**src/rtl/pht_update_scheduler_if.sv**
```systemverilog
// Update/table bus for the PHT update scheduler.
// Producer side (issue/resolve logic and PHT write port) uses modport master;
// the scheduler uses modport slave.
interface pht_update_scheduler_if #(
    parameter int INDEX_W = 9,
    parameter int CTR_W   = 2,
    parameter int IN_NUM  = 2
);
    logic [IN_NUM-1:0]         updValid;
    logic [IN_NUM*INDEX_W-1:0] updIndex;
    logic [IN_NUM-1:0]         updTaken;
    logic [IN_NUM*CTR_W-1:0]   updPrevCtr;
    logic                      updReady;
    logic                      tblWE;
    logic [INDEX_W-1:0]        tblWA;
    logic [CTR_W-1:0]          tblWV;
    logic                      initBusy;
    logic                      overflow;

    modport master (
        output updValid, updIndex, updTaken, updPrevCtr,
        input  updReady, tblWE, tblWA, tblWV, initBusy, overflow
    );

    modport slave (
        input  updValid, updIndex, updTaken, updPrevCtr,
        output updReady, tblWE, tblWA, tblWV, initBusy, overflow
    );
endinterface

```
**src/rtl/pht_update_scheduler.sv**
```systemverilog
// PHT update scheduler: sole owner of the PHT write port.
// Buffers up to IN_NUM counter updates per cycle in an in-order FIFO and
// drains one saturating-counter write per cycle. After reset it sweeps the
// whole table to weakly-taken before accepting updates.
// Optional build macro PHT_UPDATE_MERGE_EN: equal-index updates in the same
// cycle, or matching the FIFO tail entry, are folded into a single entry.
//
// state   | meaning
// ST_INIT | table sweep, one weakly-taken write per cycle, updates dropped
// ST_RUN  | accept updates, pop one FIFO entry per cycle to the table
module pht_update_scheduler #(
    parameter int INDEX_W     = 9,
    parameter int CTR_W       = 2,
    parameter int IN_NUM      = 2,
    parameter int QUEUE_DEPTH = 8
) (
    input  logic                     clk,
    input  logic                     rst,
    pht_update_scheduler_if.slave    bus
);
    localparam int PTR_W = $clog2(QUEUE_DEPTH);
    localparam int CNT_W = PTR_W + 1;
    localparam logic [CTR_W-1:0] CTR_MAX  = '1;
    localparam logic [CTR_W-1:0] CTR_WEAK = CTR_W'(1) << (CTR_W - 1);

    typedef enum logic {ST_INIT, ST_RUN} state_t;

    state_t             r_state;
    state_t             w_state_nxt;
    logic [INDEX_W-1:0] r_sweep;
    logic [INDEX_W-1:0] r_q_idx [QUEUE_DEPTH];
    logic [CTR_W-1:0]   r_q_ctr [QUEUE_DEPTH];
    logic [PTR_W-1:0]   r_wptr;
    logic [PTR_W-1:0]   r_rptr;
    logic [CNT_W-1:0]   r_count;
    logic               r_overflow;

    logic               w_pop;
    logic               w_ready;
    logic [CNT_W-1:0]   w_n_push;
    logic               w_push_en  [IN_NUM];
    logic [INDEX_W-1:0] w_push_idx [IN_NUM];
    logic [CTR_W-1:0]   w_push_ctr [IN_NUM];
    logic [PTR_W-1:0]   w_push_ptr [IN_NUM];
`ifdef PHT_UPDATE_MERGE_EN
    logic [PTR_W-1:0]   w_tail_ptr;
    logic               w_tail_ok;
    logic               w_fold;
    logic [CTR_W-1:0]   w_fold_ctr;
`endif

    function automatic logic [CTR_W-1:0] f_step(input logic [CTR_W-1:0] c, input logic t);
        if (t) return (c == CTR_MAX) ? c : c + CTR_W'(1);
        else   return (c == '0)      ? c : c - CTR_W'(1);
    endfunction

    // State register and sweep index.
    always_ff @(posedge clk or negedge rst) begin
        if (!rst) begin
            r_state <= ST_INIT;
            r_sweep <= '0;
        end else begin
            r_state <= w_state_nxt;
            if (r_state == ST_INIT) r_sweep <= r_sweep + INDEX_W'(1);
        end
    end

    // Next state, table write port and update acceptance.
    always_comb begin
        w_state_nxt  = r_state;
        w_pop        = 1'b0;
        w_ready      = 1'b0;
        bus.tblWE    = 1'b0;
        bus.tblWA    = r_q_idx[r_rptr];
        bus.tblWV    = r_q_ctr[r_rptr];
        bus.initBusy = 1'b0;
        case (r_state)
            ST_INIT: begin
                bus.initBusy = 1'b1;
                bus.tblWE    = 1'b1;
                bus.tblWA    = r_sweep;
                bus.tblWV    = CTR_WEAK;
                if (r_sweep == '1) w_state_nxt = ST_RUN;
            end
            default: begin
                w_pop     = (r_count != '0);
                bus.tblWE = w_pop;
                // free entries after this cycle's pop
                w_ready   = (CNT_W'(QUEUE_DEPTH) - r_count + CNT_W'(w_pop)) >= CNT_W'(IN_NUM);
            end
        endcase
    end

    assign bus.updReady = w_ready;
    assign bus.overflow = r_overflow;

`ifdef PHT_UPDATE_MERGE_EN
    assign w_tail_ptr = r_wptr - PTR_W'(1);
    // the tail may only absorb an update if it is not the head leaving this cycle
    assign w_tail_ok  = (r_count - CNT_W'(w_pop)) != '0;
`endif

    // Slot allocation for this cycle's accepted updates, ascending port order.
    always_comb begin
        logic [CNT_W-1:0]   n;
        logic [INDEX_W-1:0] idx;
        logic [CTR_W-1:0]   stepped;
`ifdef PHT_UPDATE_MERGE_EN
        int                 last;
        last       = 0;
        w_fold     = 1'b0;
        w_fold_ctr = r_q_ctr[w_tail_ptr];
`endif
        n = '0;
        for (int i = 0; i < IN_NUM; i++) begin
            w_push_en[i]  = 1'b0;
            w_push_idx[i] = '0;
            w_push_ctr[i] = '0;
            w_push_ptr[i] = r_wptr;
        end
        for (int i = 0; i < IN_NUM; i++) begin
            idx     = bus.updIndex[i*INDEX_W +: INDEX_W];
            stepped = f_step(bus.updPrevCtr[i*CTR_W +: CTR_W], bus.updTaken[i]);
            if (bus.updValid[i] && w_ready) begin
`ifdef PHT_UPDATE_MERGE_EN
                if (n != '0 && idx == w_push_idx[last]) begin
                    w_push_ctr[last] = f_step(w_push_ctr[last], bus.updTaken[i]);
                end else if (n == '0 && w_tail_ok && idx == r_q_idx[w_tail_ptr]) begin
                    w_fold     = 1'b1;
                    w_fold_ctr = f_step(w_fold_ctr, bus.updTaken[i]);
                end else begin
                    w_push_en[i]  = 1'b1;
                    w_push_idx[i] = idx;
                    w_push_ctr[i] = stepped;
                    w_push_ptr[i] = r_wptr + n[PTR_W-1:0];
                    n             = n + CNT_W'(1);
                    last          = i;
                end
`else
                w_push_en[i]  = 1'b1;
                w_push_idx[i] = idx;
                w_push_ctr[i] = stepped;
                w_push_ptr[i] = r_wptr + n[PTR_W-1:0];
                n             = n + CNT_W'(1);
`endif
            end
        end
        w_n_push = n;
    end

    // FIFO storage; stale contents are harmless because pointers define validity.
    always_ff @(posedge clk) begin
        for (int i = 0; i < IN_NUM; i++) begin
            if (w_push_en[i]) begin
                r_q_idx[w_push_ptr[i]] <= w_push_idx[i];
                r_q_ctr[w_push_ptr[i]] <= w_push_ctr[i];
            end
        end
`ifdef PHT_UPDATE_MERGE_EN
        if (w_fold) r_q_ctr[w_tail_ptr] <= w_fold_ctr;
`endif
    end

    // Pointers, occupancy and sticky drop flag.
    always_ff @(posedge clk or negedge rst) begin
        if (!rst) begin
            r_wptr     <= '0;
            r_rptr     <= '0;
            r_count    <= '0;
            r_overflow <= 1'b0;
        end else begin
            r_wptr     <= r_wptr + w_n_push[PTR_W-1:0];
            r_rptr     <= r_rptr + PTR_W'(w_pop);
            r_count    <= r_count + w_n_push - CNT_W'(w_pop);
            r_overflow <= r_overflow | ((|bus.updValid) & ~w_ready);
        end
    end
endmodule

```
**src/flat_wrapper.sv**
```systemverilog
// flat-port wrapper written by rule: the top's interface ports become plain ports
module pht_update_scheduler_flat 
#(
    parameter int INDEX_W     = 9,
    parameter int CTR_W       = 2,
    parameter int IN_NUM      = 2,
    parameter int QUEUE_DEPTH = 8
)
  (clk, rst, bus_updValid, bus_updIndex, bus_updTaken, bus_updPrevCtr, bus_updReady, bus_tblWE, bus_tblWA, bus_tblWV, bus_initBusy, bus_overflow);
  pht_update_scheduler_if #(.INDEX_W(INDEX_W), .CTR_W(CTR_W), .IN_NUM(IN_NUM)) bus_i ();
  input  logic clk;
  input  logic rst;
  input wire logic [$bits(bus_i.updValid)-1:0] bus_updValid;
  input wire logic [$bits(bus_i.updIndex)-1:0] bus_updIndex;
  input wire logic [$bits(bus_i.updTaken)-1:0] bus_updTaken;
  input wire logic [$bits(bus_i.updPrevCtr)-1:0] bus_updPrevCtr;
  output wire logic [$bits(bus_i.updReady)-1:0] bus_updReady;
  output wire logic [$bits(bus_i.tblWE)-1:0] bus_tblWE;
  output wire logic [$bits(bus_i.tblWA)-1:0] bus_tblWA;
  output wire logic [$bits(bus_i.tblWV)-1:0] bus_tblWV;
  output wire logic [$bits(bus_i.initBusy)-1:0] bus_initBusy;
  output wire logic [$bits(bus_i.overflow)-1:0] bus_overflow;
  assign bus_i.updValid = bus_updValid;
  assign bus_i.updIndex = bus_updIndex;
  assign bus_i.updTaken = bus_updTaken;
  assign bus_i.updPrevCtr = bus_updPrevCtr;
  assign bus_updReady = bus_i.updReady;
  assign bus_tblWE = bus_i.tblWE;
  assign bus_tblWA = bus_i.tblWA;
  assign bus_tblWV = bus_i.tblWV;
  assign bus_initBusy = bus_i.initBusy;
  assign bus_overflow = bus_i.overflow;
  pht_update_scheduler #(.INDEX_W(INDEX_W), .CTR_W(CTR_W), .IN_NUM(IN_NUM), .QUEUE_DEPTH(QUEUE_DEPTH)) u_core (.clk(clk), .rst(rst), .bus(bus_i));
endmodule
```
**config.mk**
```make
export PLATFORM = sky130hd
export DESIGN_NAME = pht_update_scheduler_flat
export DESIGN_NICKNAME = d
export VERILOG_FILES = /design/src/rtl/pht_update_scheduler_if.sv /design/src/rtl/pht_update_scheduler.sv /design/src/flat_wrapper.sv
export SDC_FILE = /design/constraint.sdc
export NUM_CORES = 1
export LEC_CHECK = 0
export CAP_MARGIN = 0
export CORE_MARGIN = 8
export CORE_UTILIZATION = 45
export DETAILED_ROUTE_END_ITERATION = 10
export MAX_ROUTING_LAYER = met4
export PLACE_DENSITY = 0.63
export SLEW_MARGIN = 30
export SYNTH_ARGS = -nofsm -noshare
export SYNTH_HDL_FRONTEND = slang
export SYNTH_SLANG_ARGS = --single-unit
```
**constraint.sdc**
```tcl
create_clock -name clk -period 5.35 [get_ports clk]
set_input_delay 0.8025 -clock clk [delete_from_list [all_inputs] [get_ports clk]]
set_output_delay 0.8025 -clock clk [all_outputs]
set_load 0.1 [all_outputs]
```
# Word level (Yosys, flattened, before mapping)
# Memories as Yosys holds them, arrays and structs flattened.
# Cells that the tools add are included.
# word_totals
reg_bits	21
latchBits	0
mem_bits_rw	88
mem_bits_ro	0
in_bits	28
out_inout_bits	15
word_cells	61
n_memories	2
# classes
add_sub_neg	13
multipliers	0
div	0
n_lt_le_gt_ge	1
eq_ne	3
shift	0
mux	27
bitwise	3
reduce_logical	6
# mem_list
name	depth	width	read_ports	rd_clocked_by_memory_dff	wr	line_no	text
u_core.r_q_idx	8	9	1	0	2	pht_update_scheduler.sv:31	logic [INDEX_W-1:0] r_q_idx [QUEUE_DEPTH];
u_core.r_q_ctr	8	2	1	0	2	pht_update_scheduler.sv:32	logic [CTR_W-1:0] r_q_ctr [QUEUE_DEPTH];
# op_table
cell	n
$mux W9	3
$mux W2	9
$mux W1	13
$add A9 B1 Y9 const B	1
$eq A9 B9 Y1 const B	1
$add A3 B1 Y3	2
$add A2 B1 Y2 const B	2
$add A4 B1 Y4	1
$add A4 B4 Y4	1
$eq A2 B2 Y1 const B	2
$ge A4 B2 Y1 const B	1
$logic_not A2 Y1	2
$mux W4	1
$reduce_bool A4 Y1	1
$sub A2 B1 Y2 const B	2
$sub A4 B1 Y4	1
$sub A4 B4 Y4 const A	1
$add A3 B3 Y3	1
$mux W3	1
$add A1 B1 Y2 const B	1
$logic_and A1 B1 Y1	2
$reduce_or A2 Y1	1
$and A1 B1 Y1	1
$not A1 Y1	1
$or A1 B1 Y1	1

# Logic depth before layout (Yosys ltp)
# logic_depth
ltp_word	10
depth_mapped	16
ltp_nobuf	14

# Worst setup path after synthesis
# OpenSTA, ideal clock, no wires.
# synth_path
kind	reg-to-reg
start	register u_core.r_count[1]
end	memory u_core.r_q_ctr[5][0], enable pin
setup_ns	0.378
arrival_ns	3.341
required_time_ns	4.972
path_slack_ns	1.631
stages_incl_launch_ff	16
n_path_buf	3
synth_period_minus_slack_ns	3.719
cell_sequence	dfrtp_1 > inv_1 > ha_1 > and3b_1 > o211ai_1 > a21oi_2 > buf_2 > buf_4 > nor2_1 > ha_1 > ha_1 > nand4b_1 > nor2_1 > buf_4 > a21oi_1 > nor2_1
# synth_lines
item	line_no	text
start: declaration	pht_update_scheduler.sv:35	logic [CNT_W-1:0] r_count;
start signal: assignment	pht_update_scheduler.sv:174	r_count <= r_count + w_n_push - CNT_W'(w_pop);
end: declaration	pht_update_scheduler.sv:32	

# Final worst setup path
# layout_path
start	register u_core.r_rptr[0]
end	output bus_tblWA[1]
# layout_between
elab_chain_len	2
# layout_lines
item	line_no	text
start: declaration	pht_update_scheduler.sv:34	logic [PTR_W-1:0] r_rptr;
start signal: assignment	pht_update_scheduler.sv:173	r_rptr <= r_rptr + PTR_W'(w_pop);
$mem_v2 Z8 W9	n/a	
$mux W9	pht_update_scheduler.sv:77	case (r_state)
end: declaration	flat_wrapper.sv:19	output wire logic [$bits(bus_i.tblWA)-1:0] bus_tblWA;
# Every way passes these cells.

==> run metrics <==
met3 usage=under 10%; Max Cap Violations=0; Port Buffers=42; final setup fails=0; most frequent cells after synthesis=95 x sky130_fd_sc_hd__nor2_1, 88 x sky130_fd_sc_hd__edfxtp_1, 71 x sky130_fd_sc_hd__mux2i_1, 58 x sky130_fd_sc_hd__nand2_1, 46 x sky130_fd_sc_hd__a21oi_1; core area=0.0137 mm2; Comb pwr share=roughly 2.7%; Die ar.=0.0178 mm2; worst min path class=in -> async; RSZ-0062 raised after global routing=false; most frequently used cell type in the post-synthesis netlist=sky130_fd_sc_hd__nor2_1; synthesized area per cell=11.3 um2; number of detailed-route iterations in the first pass=5; share of final-layout standard cells stronger than drive strength 1=11.6%; layer with the highest usage after global routing=met2; remaining max-slew budget at the tightest pin=34.8%; sequential share of power=between 50% and 60%; DRC errors left=0; ANT nets after route=0; count of yosys warnings during synthesis=0; vias after detailed routing=4,169; total global routing overflow=0; dominant cell type by area after synthesis=sky130_fd_sc_hd__edfxtp_1; synthesized netlist net count=597; via count of the first global-routing pass=between 4,000 and 5,000; Die Span X=roughly 130 um; post-CTS resize count=0; gate count of the mapped netlist=552; synth-to-layout area growth=12.8%; Worst Slack Setup Final=1490 ps; number of storage elements in the synthesis netlist=109; vias per std cell=5.55; met1 capacity usage during global routing=22.8%; Power Internal=approximately 1.2 mW; sum of net half-perimeters after detailed placement=10,700 um; GR Layer Usage met2=27.8%; buffers inserted during post-CTS setup optimization=0; clock tree from TritonCTS=done; Ant. Diodes=0; Clk pwr share=between 40% and 50%; Worst EP arrival=3060 ps; Hold Buf Count CTS=0; fraction of synthesized cell area taken by the top area cell type=42.5%; total number of placement rows=43; Max Clk Rate=259 MHz; proportion of synthesized flip-flops having asynchronous set or reset=19.3%; shortest clock period the worst path allows after layout=3860 ps; Worst Max-Slew Pin Slew=975 ps; H-tree lvl count=3; post-layout net count=slightly above 600; initial antenna violation count=0; Worst Setup Slack post-DPL=roughly 1100 ps; wirelength, routed=14,900 um; Peak supply drop=0.192 mV; post-route clock period utilization=72.2%; summed area of non-filler cells in the final layout=0.00702 mm2; gp weighted congestion=0.925; WL/cell=19.9 um; cts bufs inserted=9; library cells used by synthesis=43; Worst-Skew Late Latency=360 ps; switching fraction of total power=21.4%; area of the mapped netlist=0.00622 mm2; clock-pin slew on the worst setup and hold paths=70 ps; endpoints failing hold=0; number of top-level pins=between 40 and 50; startpoint type of the worst setup path=flop; final total negative setup slack=0 ps; placed instance area=0.00672 mm2; type of element capturing the critical path=output pin; All-Layer GR Usage=17.8%; maximum number of pins on one net before global-route repair=between 90 and 100; post-synthesis sequential area ratio=between 50% and 60%; initial cell density of the core=45.4%; clock tree root driver cell=sky130_fd_sc_hd__clkbuf_16; maximum buffer depth of the clock tree=2; Leakage Power=2.26 nW; Setup Crit Path Kind=reg -> out; top cells by area in the synthesized netlist=sky130_fd_sc_hd__edfxtp_1 42%, sky130_fd_sc_hd__mux2i_1 11%, sky130_fd_sc_hd__dfrtp_1 8.4%; final max-slew violation count=0; TritonCTS sink count=around 110; status=completed; first-pass GRT wire length=~24,000 um; CP max FO=23; commonest register cell after synthesis=sky130_fd_sc_hd__edfxtp_1; worst clock skew on the final layout=4.58 ps; P per Cell Area=226 mW/mm2; height of the die=134 um; required time of the worst setup path=4550 ps; reported net switching power=0.340 mW; number of DRC markers in iteration 0=398; number of enable flip-flop cells after synthesis=88
## area by class of cell
class | count | area, um2
inverters | 13 | 48.8
clock inverters | 7 | 62.6
multi-input cells | 379 | 2780
well taps | 180 | 225
fillers | 1213 | 6700
repair buffers | 54 | 509
flip-flops and latches | 109 | 3170
clock buffers | 9 | 225
## placed cells by master (no fill, tap or decap), drive strengths merged, types with 14 or more instances in the layout
cell	instances
nor2	95
mux4	22
dfrtp	21
a21oi	47
mux2i	71
clkdlybuf4s50	41
edfxtp	88
inv	14
nand2	59
ha	15
## cells by family after synthesis
family | share of synthesized area, %
other | 0.0603
flip-flops | 50.9
XOR/XNOR | 1.95
AO/OA/AOI/OAI | 4.75
multiplexers | 19.7
adder cells (fa/ha/maj) | 3.82
buffers and inverters | 4.87
AND/OR/NAND/NOR | 13.9
## worst max-delay path: stages, from the launching register on
cell and delay (ps):
sky130_fd_sc_hd__dfrtp_1 330, sky130_fd_sc_hd__buf_4 400, sky130_fd_sc_hd__mux4_2 610, sky130_fd_sc_hd__mux2i_1 250
sky130_fd_sc_hd__a21oi_1 110, sky130_fd_sc_hd__clkdlybuf4s50_1 980
## power by group through the flow
stage               logic (mW)  clock network (mW)  registers (mW)
floorplan               0.0123                   0           0.923
global placement        0.0428                   0           0.923
detailed placement      0.0428                   0           0.923
CTS                     0.0430               0.648           0.904
global route            0.0457               0.675           0.904
finish                  0.0428               0.639           0.904
## final timing paths
path	start	to	slack (ps)	cells past startpoint
worst max register to register	u_core.r_count[1]$_DFF_PN0_	u_core.r_q_idx[5][6]$_DFFE_PP_	1700	13
worst min register to register	u_core.bus.overflow$_DFF_PN0_	u_core.bus.overflow$_DFF_PN0_	460	1
min in group clk	u_core.bus.overflow$_DFF_PN0_	u_core.bus.overflow$_DFF_PN0_	460	1
worst min-delay path	rst	u_core.bus.overflow$_DFF_PN0_	400	1
max in group asynchronous	rst	u_core.r_rptr[1]$_DFF_PN0_	4590	1
worst max-delay path	u_core.r_rptr[0]$_DFF_PN0_	bus_tblWA[1]	1490	5
## sequential cells by signal (all words and copies together), names as in the netlist
register             count
u_core.r_q_ctr          16
u_core.r_count           4
u_core.r_rptr            3
u_core.bus.overflow      1
u_core.r_state           1
u_core.r_sweep           9
u_core.r_wptr            3
u_core.r_q_idx          72
## per-stage QoR
step	power, mW	std cells	utilization [%]	hold WS (ps)
after floorplan	0.935	552	-	463
after detailed placement	0.966	735	49.0	453
final	1.59	751	51.2	401
after global placement	0.966	735	49.0	451
after global routing	1.62	751	51.2	446
after CTS	1.59	751	51.1	420
## metal layers
| layer | routed length (um) | vias up |
|---|---|---|
| li1 | - | 1979 |
| met1 | 6620 | 2008 |
| met2 | 7110 | 165 |
| met3 | 960 | 17 |
| met4 | 244 | 0 |
| met5 | 0 | - |
Note: power is estimated with default switching activity, not from simulation.
